### config.mk
export PLATFORM = sky130hd
export DESIGN_NAME = tree_serializer_feeder
export DESIGN_NICKNAME = d
export VERILOG_FILES = /design/src/rtl/tree_serializer_feeder.sv
export SDC_FILE = /design/constraint.sdc
export NUM_CORES = 1
export LEC_CHECK = 0
export ABC_CLOCK_PERIOD_IN_PS = 4500
export CORE_MARGIN = 2
export CORE_UTILIZATION = 29
export DETAILED_ROUTE_END_ITERATION = 7
export PLACE_DENSITY = 0.58
export SLEW_MARGIN = 25
export SYNTH_ARGS = -nofsm -noshare
export SYNTH_HDL_FRONTEND = slang
export SYNTH_SLANG_ARGS = --single-unit
### constraint.sdc
create_clock -name CLK -period 4.5 [get_ports CLK]
set_input_delay 0.9 -clock CLK [delete_from_list [all_inputs] [get_ports CLK]]
set_output_delay 0.9 -clock CLK [all_outputs]
set_load 0.1 [all_outputs]
### src/rtl/tree_serializer_feeder.sv
// Word-rate feeder for tree_serializer: a small FIFO that holds each word on PAR_OUT for INPUTS_NUM cycles.
// Optional stats counters (WORDS_SENT/IDLES_SENT) are enabled with `define TREE_FEEDER_STATS_EN.
module tree_serializer_feeder #(
  parameter int INPUTS_NUM  = 8,
  parameter int FIFO_DEPTH  = 4,
  parameter int PRIME_LEVEL = 2,
  parameter logic [INPUTS_NUM-1:0] IDLE_WORD = {INPUTS_NUM/2{2'b01}}
) (
  input  logic                          CLK,
  input  logic                          RESET,
  input  logic                          ENABLE,
  input  logic                          IN_VALID,
  output logic                          IN_READY,
  input  logic [INPUTS_NUM-1:0]         IN_DATA,
  output logic [INPUTS_NUM-1:0]         PAR_OUT,
  output logic                          WORD_STROBE,
  output logic [$clog2(FIFO_DEPTH):0]   FIFO_LEVEL,
  output logic                          UNDERFLOW,
  input  logic                          UNDERFLOW_CLR
`ifdef TREE_FEEDER_STATS_EN
  ,
  output logic [15:0]                   WORDS_SENT,
  output logic [15:0]                   IDLES_SENT
`endif
);
  localparam int PW = $clog2(INPUTS_NUM);
  localparam int AW = $clog2(FIFO_DEPTH);
  localparam int LW = AW + 1;
  localparam logic [LW-1:0] DEPTH_L = LW'(FIFO_DEPTH);
  localparam logic [LW-1:0] PRIME_L = LW'(PRIME_LEVEL);
  localparam logic [PW-1:0] LAST_PH = PW'(INPUTS_NUM - 1);

  typedef enum logic [1:0] {STOP, PRIME, RUN} state_t;

  state_t                state, state_nxt;
  logic [PW-1:0]         phase, phase_nxt;
  logic [AW-1:0]         wr_ptr, rd_ptr;
  logic [INPUTS_NUM-1:0] mem [FIFO_DEPTH];
  logic                  push, pop, load_idle, uf_set, boundary;

  // Readiness uses the registered level, so a same-cycle pop never frees a slot.
  assign IN_READY    = (FIFO_LEVEL < DEPTH_L);
  assign push        = IN_VALID && IN_READY;
  assign boundary    = (phase == LAST_PH);
  assign WORD_STROBE = (state != STOP) && (phase == '0);

  always_comb begin
    state_nxt = state;
    phase_nxt = phase + 1'b1;
    pop       = 1'b0;
    load_idle = 1'b0;
    uf_set    = 1'b0;
    if (!ENABLE) begin
      state_nxt = STOP;
      phase_nxt = '0;
    end else begin
      case (state)
        STOP: begin
          state_nxt = PRIME;
          phase_nxt = '0;
        end
        PRIME: if (boundary) begin
          if (FIFO_LEVEL >= PRIME_L) begin
            pop       = 1'b1;
            state_nxt = RUN;
          end else begin
            load_idle = 1'b1;
          end
        end
        RUN: if (boundary) begin
          if (FIFO_LEVEL != '0) begin
            pop = 1'b1;
          end else begin
            load_idle = 1'b1;
            uf_set    = 1'b1;
            state_nxt = PRIME;
          end
        end
        default: state_nxt = STOP;
      endcase
    end
  end

  always_ff @(posedge CLK or negedge RESET) begin
    if (!RESET) begin
      state      <= STOP;
      phase      <= '0;
      wr_ptr     <= '0;
      rd_ptr     <= '0;
      FIFO_LEVEL <= '0;
      PAR_OUT    <= IDLE_WORD;
      UNDERFLOW  <= 1'b0;
    end else begin
      state <= state_nxt;
      phase <= phase_nxt;
      if (push) wr_ptr <= wr_ptr + 1'b1;
      if (pop)  rd_ptr <= rd_ptr + 1'b1;
      case ({push, pop})
        2'b10:   FIFO_LEVEL <= FIFO_LEVEL + 1'b1;
        2'b01:   FIFO_LEVEL <= FIFO_LEVEL - 1'b1;
        default: FIFO_LEVEL <= FIFO_LEVEL;
      endcase
      if (!ENABLE || load_idle) PAR_OUT <= IDLE_WORD;
      else if (pop)             PAR_OUT <= mem[rd_ptr];
      // A new underrun outranks a clear in the same cycle.
      if (uf_set)             UNDERFLOW <= 1'b1;
      else if (UNDERFLOW_CLR) UNDERFLOW <= 1'b0;
    end
  end

  // Storage carries no reset; occupancy alone defines what is valid.
  always_ff @(posedge CLK) begin
    if (push) mem[wr_ptr] <= IN_DATA;
  end

`ifdef TREE_FEEDER_STATS_EN
  always_ff @(posedge CLK or negedge RESET) begin
    if (!RESET) begin
      WORDS_SENT <= '0;
      IDLES_SENT <= '0;
    end else if (UNDERFLOW_CLR) begin
      WORDS_SENT <= '0;
      IDLES_SENT <= '0;
    end else begin
      if (pop && WORDS_SENT != 16'hFFFF)       WORDS_SENT <= WORDS_SENT + 1'b1;
      if (load_idle && IDLES_SENT != 16'hFFFF) IDLES_SENT <= IDLES_SENT + 1'b1;
    end
  end
`endif
endmodule
==> metrics.yaml, run 1 <==
hold_path.class: "reg -> reg"
diodes: 0
cts_hold_buf: 0
viasPerCell: 4.28
synth_ff_type: "edfxtp_1"
cellPowerDensity_nw_per_um2: 458
wl_per_cell_um: 13.4
grt_usage_pct: 9.54
crit_fanout: 4
crit_start: "state[0]"
layout_commonest_cell: "edfxtp_1"
clkLatencyLatePin_ns: 0.31
synthAdderAreaFrac_pct: 6.93
syn_to_final_growth_pct: 20.4
ys_seq_area_share_pct: 65.6
utilization_pct: 35.8
synth_xor_area_share_pct: 2.31
fillers: 745
fmax_mhz: 304
worst_r2r_path_depth: 11
yosysUniqueCellTypes: 31
final.period_utilization_pct: 73.2
run_status: "completed"
synth_compound_area_share_pct: 2.26
firstDrtPassIters: 4
clk_pin_slew_ns: 0.11
vias: 1185
syn-cell-area_um2: 2270
drc: 0
finalSetupViolCount: 0
synth_edf_count: 32
die_x_um: 92.5
layout-drive-gt1-share_pct: 14.9
required_ns: 3.60
io_buffers: 26
ir_drop_v: 0.000163
ff2ff_setup_slack_ns: 2.16
final_hold_viol_count: 0
cp.arrival_ns: 2.39
finClkSkew_ns: 0.00872
ys_ff_latch: 53
syn_inst: 145
cp-start-kind: "flop"
ant_nets: 0
criticalPathCategory: "reg -> out"
finalSetupTns_ns: 0
initial_core_util_pct: 29.7
multiInputGateArea_um2: 713
leakage_uw: 0.00100
row_count: 32
place_area_um2: 2650
design_area_um2: 2740
die-area_um2: 8560
antenna_found_initial: 0
synthMuxAreaShare_pct: 11.4
final_cell_mix: "32 x edfxtp_1, 25 x clkdlybuf4s50_1, 17 x dfrtp_1"
final_nets: 199
cap_viol_max_count: 0
syn_avg_cell_area_um2: 15.7
final.min_clock_period_ns: 3.29
relSlewSlack_pct: 35.1
hold_depth: 1
cts_buffers: 5
grt_pass1_wl_um: 6180
regArea_um2: 1490
holdCritStartpoint: "phase[0]"
clk_path_buf_depth: 2
h-tree-depth: 2
cts_tree: "done"
worstMarginPinSlew_ns: 0.971
drt_iter0_drc: 35
grt_pass1_vias: 1200
cts_setup_buffers: 0
place_congestion: 0.758
coreArea_um2: 7650
gr-total-overflow: 0
ios: 27
dp.final_hpwl_um: 2640
synthTopCellsByArea: "edfxtp_1 42%, dfrtp_1 19%, mux4_2 7.9%, ha_1 6.1%, dfstp_2 4.6%"
ys_async_sr_fraction_pct: 39.6
synth_top_cell_area_share_pct: 42.3
cts.sinks: 53
grt_max_degree: 22
dieHeight_um: 92.5
synth_top_area_cell: "edfxtp_1"
cts_resized: 0
clk_root_buffer_cell: "clkbuf_8"
yosysWarnings: 0
synth_top_family_by_area: "multiplexers"
rsz0062_at_grt: "false"
cp-end-kind: "primary output"
routed_wl_um: 3720
r2r_start: "phase[0]"
syn_nets: 170
yosys.area_share.simple_pct: 8.42
slew_violations: 0
critical path: stages, from the launching register on:
cell             delay, ns
dfrtp_1               0.40
inv_1                 0.08
ha_1                  0.24
nor3b_1               0.20
clkdlybuf4s50_1       1.16
sequential cells by signal (all words and copies together) (netlist names):
signal	flops
rd_ptr	2
PAR_OUT	8
state	2
mem	32
FIFO_LEVEL	3
wr_ptr	2
phase	3
UNDERFLOW	1
per-layer routing:
metal  track usage (%)  up-vias  part of all wire [%]
li1                  -      579                     -
met1              12.2      574                    45
met2              15.5       25                    49
met3              2.60        7                   4.2
met4              3.73        0                   1.6
met5                 0        -                     0
layout make-up:
cell class / instances / area share (%)
Inverter: 12 / 1.65
Sequential cell: 53 / 54.5
Timing Repair Buffer: 27 / 9.60
Multi-Input combinational cell: 75 / 26.1
Tap cell: 102 / 4.66
Clock buffer: 5 / 2.51
Clock inverter: 3 / 1.05
where the power goes:
part / switching [uW] / internal, uW
Sequential: 39.7 / 586
Combinational: 247 / 95.3
Clock: 168 / 117
Total: 455 / 798
cells in the mapped netlist (3+ instances only):
| library cell | n |
|---|---|
| nand2_1 | 6 |
| and2_1 | 4 |
| inv_1 | 11 |
| dfrtp_1 | 17 |
| mux2i_1 | 8 |
| clkbuf_1 | 3 |
| edfxtp_1 | 32 |
| mux4_2 | 8 |
| xnor2_1 | 4 |
| dfstp_2 | 4 |
| ha_1 | 11 |
| nor2_1 | 6 |
| nand3_1 | 5 |
| and3b_1 | 3 |
final timing paths:
kind,end
min,phase[0]
min in group asynchronous,FIFO_LEVEL[0]
max reg2reg,FIFO_LEVEL[2]
min reg2reg,phase[0]
max,WORD_STROBE
max in group asynchronous,PAR_OUT[4]
through the flow:
| step | total power, uW | worst slack [ns] | hold slack, ns | cells |
|---|---|---|---|---|
| 2_1_floorplan | 885 | 0.755 | 0.436 | 145 |
| 3_3_place_gp | 978 | 1.33 | 0.465 | 269 |
| 3_5_place_dp | 985 | 1.29 | 0.471 | 269 |
| 4_1_cts | 1270 | 1.19 | 0.487 | 277 |
| 5_1_grt | 1320 | 1.06 | 0.511 | 277 |
| 6_report | 1250 | 1.21 | 0.490 | 277 |
cell families after synthesis:
kind of cell | Yosys count
compound gates | 8
xor+xnor | 6
buf+inv | 17
fa+ha+maj | 12
flops | 53
mux | 16
simple gates | 33
Note: power is estimated with default switching activity, not from simulation.
==> run 2, diff against run 1 <==
- ABC_CLOCK_PERIOD_IN_PS: 4500 -> 3210
- clock period: 4.5 -> 3.21 ns (I/O delays scaled with it)
==> metrics.yaml, run 2 (same netlist as run 1, synthesis figures left out) <==
drt_iter0_drc: 30
dp.final_hpwl_um: 2720
ios: 27
gr-usage-met2_pct: 15.4
die-area_um2: 8560
initial_core_util_pct: 29.7
slew_violations: 0
vias: 1191
firstDrtPassIters: 4
grtUsageMet1_pct: 12.5
largestRegisters: "mem (32), PAR_OUT (8)"
criticalPathCategory: "in -> reg"
wl_per_cell_um: 13.6
place_ws_ns: 0.673
worst_slack_ns: 1.01
cp-start-kind: "input pin"
timing.hold.ws_ns: 0.476
crit_fanout: 8
critPathBufInv: 3
place_congestion: 0.745
drc: 0
syn_to_final_growth_pct: 20.0
grt_usage_pct: 9.75
r2r_end: "FIFO_LEVEL[2]"
crit_slowest_cell: "clkdlybuf4s50_1"
clkLatencyLatePin_ns: 0.31
final.min_clock_period_ns: 2.20
holdPathEnd: "phase[0]"
largest_register_ffs: 32
diodes: 0
top_register: "mem"
cts_resized: 0
cap_viol_max_count: 0
clk_root_buffer_cell: "clkbuf_8"
run_status: "completed"
layout_commonest_cell: "edfxtp_1"
gr-total-overflow: 0
clk_path_buf_depth: 2
cp.arrival_ns: 2.43
grt_max_degree: 20
routed_wl_um: 3810
met3_usage_pct: 3.42
top_usage_layer: "met2"
relSlewSlack_pct: 39.7
coreArea_um2: 7650
holdCritStartpoint: "phase[0]"
dieHeight_um: 92.5
worst_r2r_path_depth: 10
finClkSkew_ns: 0.00846
regArea_um2: 1490
cp-end-kind: "flop"
worst_path_largest_cell_delay_ns: 0.45
clk_pin_slew_ns: 0.10
final_cell_mix: "32 x edfxtp_1, 17 x dfrtp_1, 17 x buf_4"
rsz0062_at_grt: "false"
required_ns: 3.45
cts_setup_buffers: 0
leakage_uw: 0.00103
finalSetupViolCount: 0
ant_nets: 0
h-tree-depth: 2
cts_tree: "done"
grt_pass1_wl_um: 6350
die_x_um: 92.5
cellPowerDensity_nw_per_um2: 641
cts_buffers: 5
fmax_mhz: 455
crit_family: "adder cells"
viasPerCell: 4.27
grt_pass1_vias: 1295
cts_hold_buf: 0
layout-drive-gt1-share_pct: 23.7
final_nets: 201
io_buffers: 26
multiInputGateArea_um2: 718
worstMarginPinSlew_ns: 0.902
row_count: 32
final.period_utilization_pct: 68.5
cts.sinks: 53
hold_depth: 1
finalSetupTns_ns: 0
ir_drop_v: 0.000186
path_cells: "clkdlybuf4s50_1 -> nor2b_1 -> inv_2 -> ha_1 -> inv_1 -> fa_1 -> o21ai_0"
antenna_found_initial: 0
hold_path.class: "reg -> reg"
fillers: 738
r2r_start: "phase[0]"
ff2ff_setup_slack_ns: 1.06
final_hold_viol_count: 0
## run 2: changes by cell type in the layout (fill, tap and decap cells not counted), sizes merged
| cell | before | now |
|---|---|---|
| buf | 2 | 17 |
| clkinv | 1 | 0 |
| inv | 14 | 15 |
| clkdlybuf4s50 | 25 | 12 |
## run 2: how the worst max path moves through the flow
stage	slack, ns	depth (start not counted)	startpoint	endpoint
2_1_floorplan	0.52	9	FIFO_LEVEL[1]	FIFO_LEVEL[2]
3_3_place_gp	0.73	7	IN_VALID	FIFO_LEVEL[1]
3_5_place_dp	0.67	9	IN_VALID	FIFO_LEVEL[2]
4_1_cts	1.01	9	IN_VALID	FIFO_LEVEL[2]
5_1_grt	0.87	10	phase[0]	FIFO_LEVEL[2]
6_report	1.01	7	IN_VALID	FIFO_LEVEL[1]
## run 2: worst reg2reg max path, stage by stage (launching register included)
cell and delay (ns):
dfrtp_1 0.39, ha_1 0.17, ha_1 0.24, nand3_1 0.10, a21oi_1 0.17, ha_1 0.21, inv_1 0.06, fa_1 0.37
xor2_1 0.15, nor2_1 0.11, xnor2_1 0.12
## run 2: metal layers
| layer | vias up | share of wire (%) | wire, um |
|---|---|---|---|
| met3 | 6 | 4.4 | 168 |
| met4 | 0 | 1.4 | 54 |
| met2 | 23 | 49 | 1850 |
| met5 | - | 0 | 0 |
| met1 | 580 | 45 | 1730 |
| li1 | 582 | - | - |
## run 2: layout make-up
type                       count  share of cell area [%]
clock inverter                 3                    1.06
clock buffer                   5                    2.52
timing repair buffer          29                    9.08
sequential                    53                    54.7
tap                          102                    4.68
inverter                      12                    1.65
multi-input combinational     75                    26.3
## run 2: power breakdown
group | switching [uW] | total [uW] | leakage, uW | internal [uW]
logic | 347 | 473 | 0.000419 | 126
registers | 54.1 | 875 | 0.000558 | 821
clock network | 235 | 399 | 0.0000511 | 165
total | 636 | 1750 | 0.00103 | 1110
## run 2: metrics by stage
| step | total power (uW) | cells | cell area, um2 | util [%] |
|---|---|---|---|---|
| 5_1_grt | 1850 | 279 | 2730 | 35.7 |
| 3_5_place_dp | 1370 | 271 | 2630 | 34.4 |
| 2_1_floorplan | 1240 | 145 | 2280 | - |
| 6_report | 1750 | 279 | 2730 | 35.7 |
| 4_1_cts | 1780 | 279 | 2730 | 35.7 |
| 3_3_place_gp | 1360 | 271 | 2630 | 34.4 |
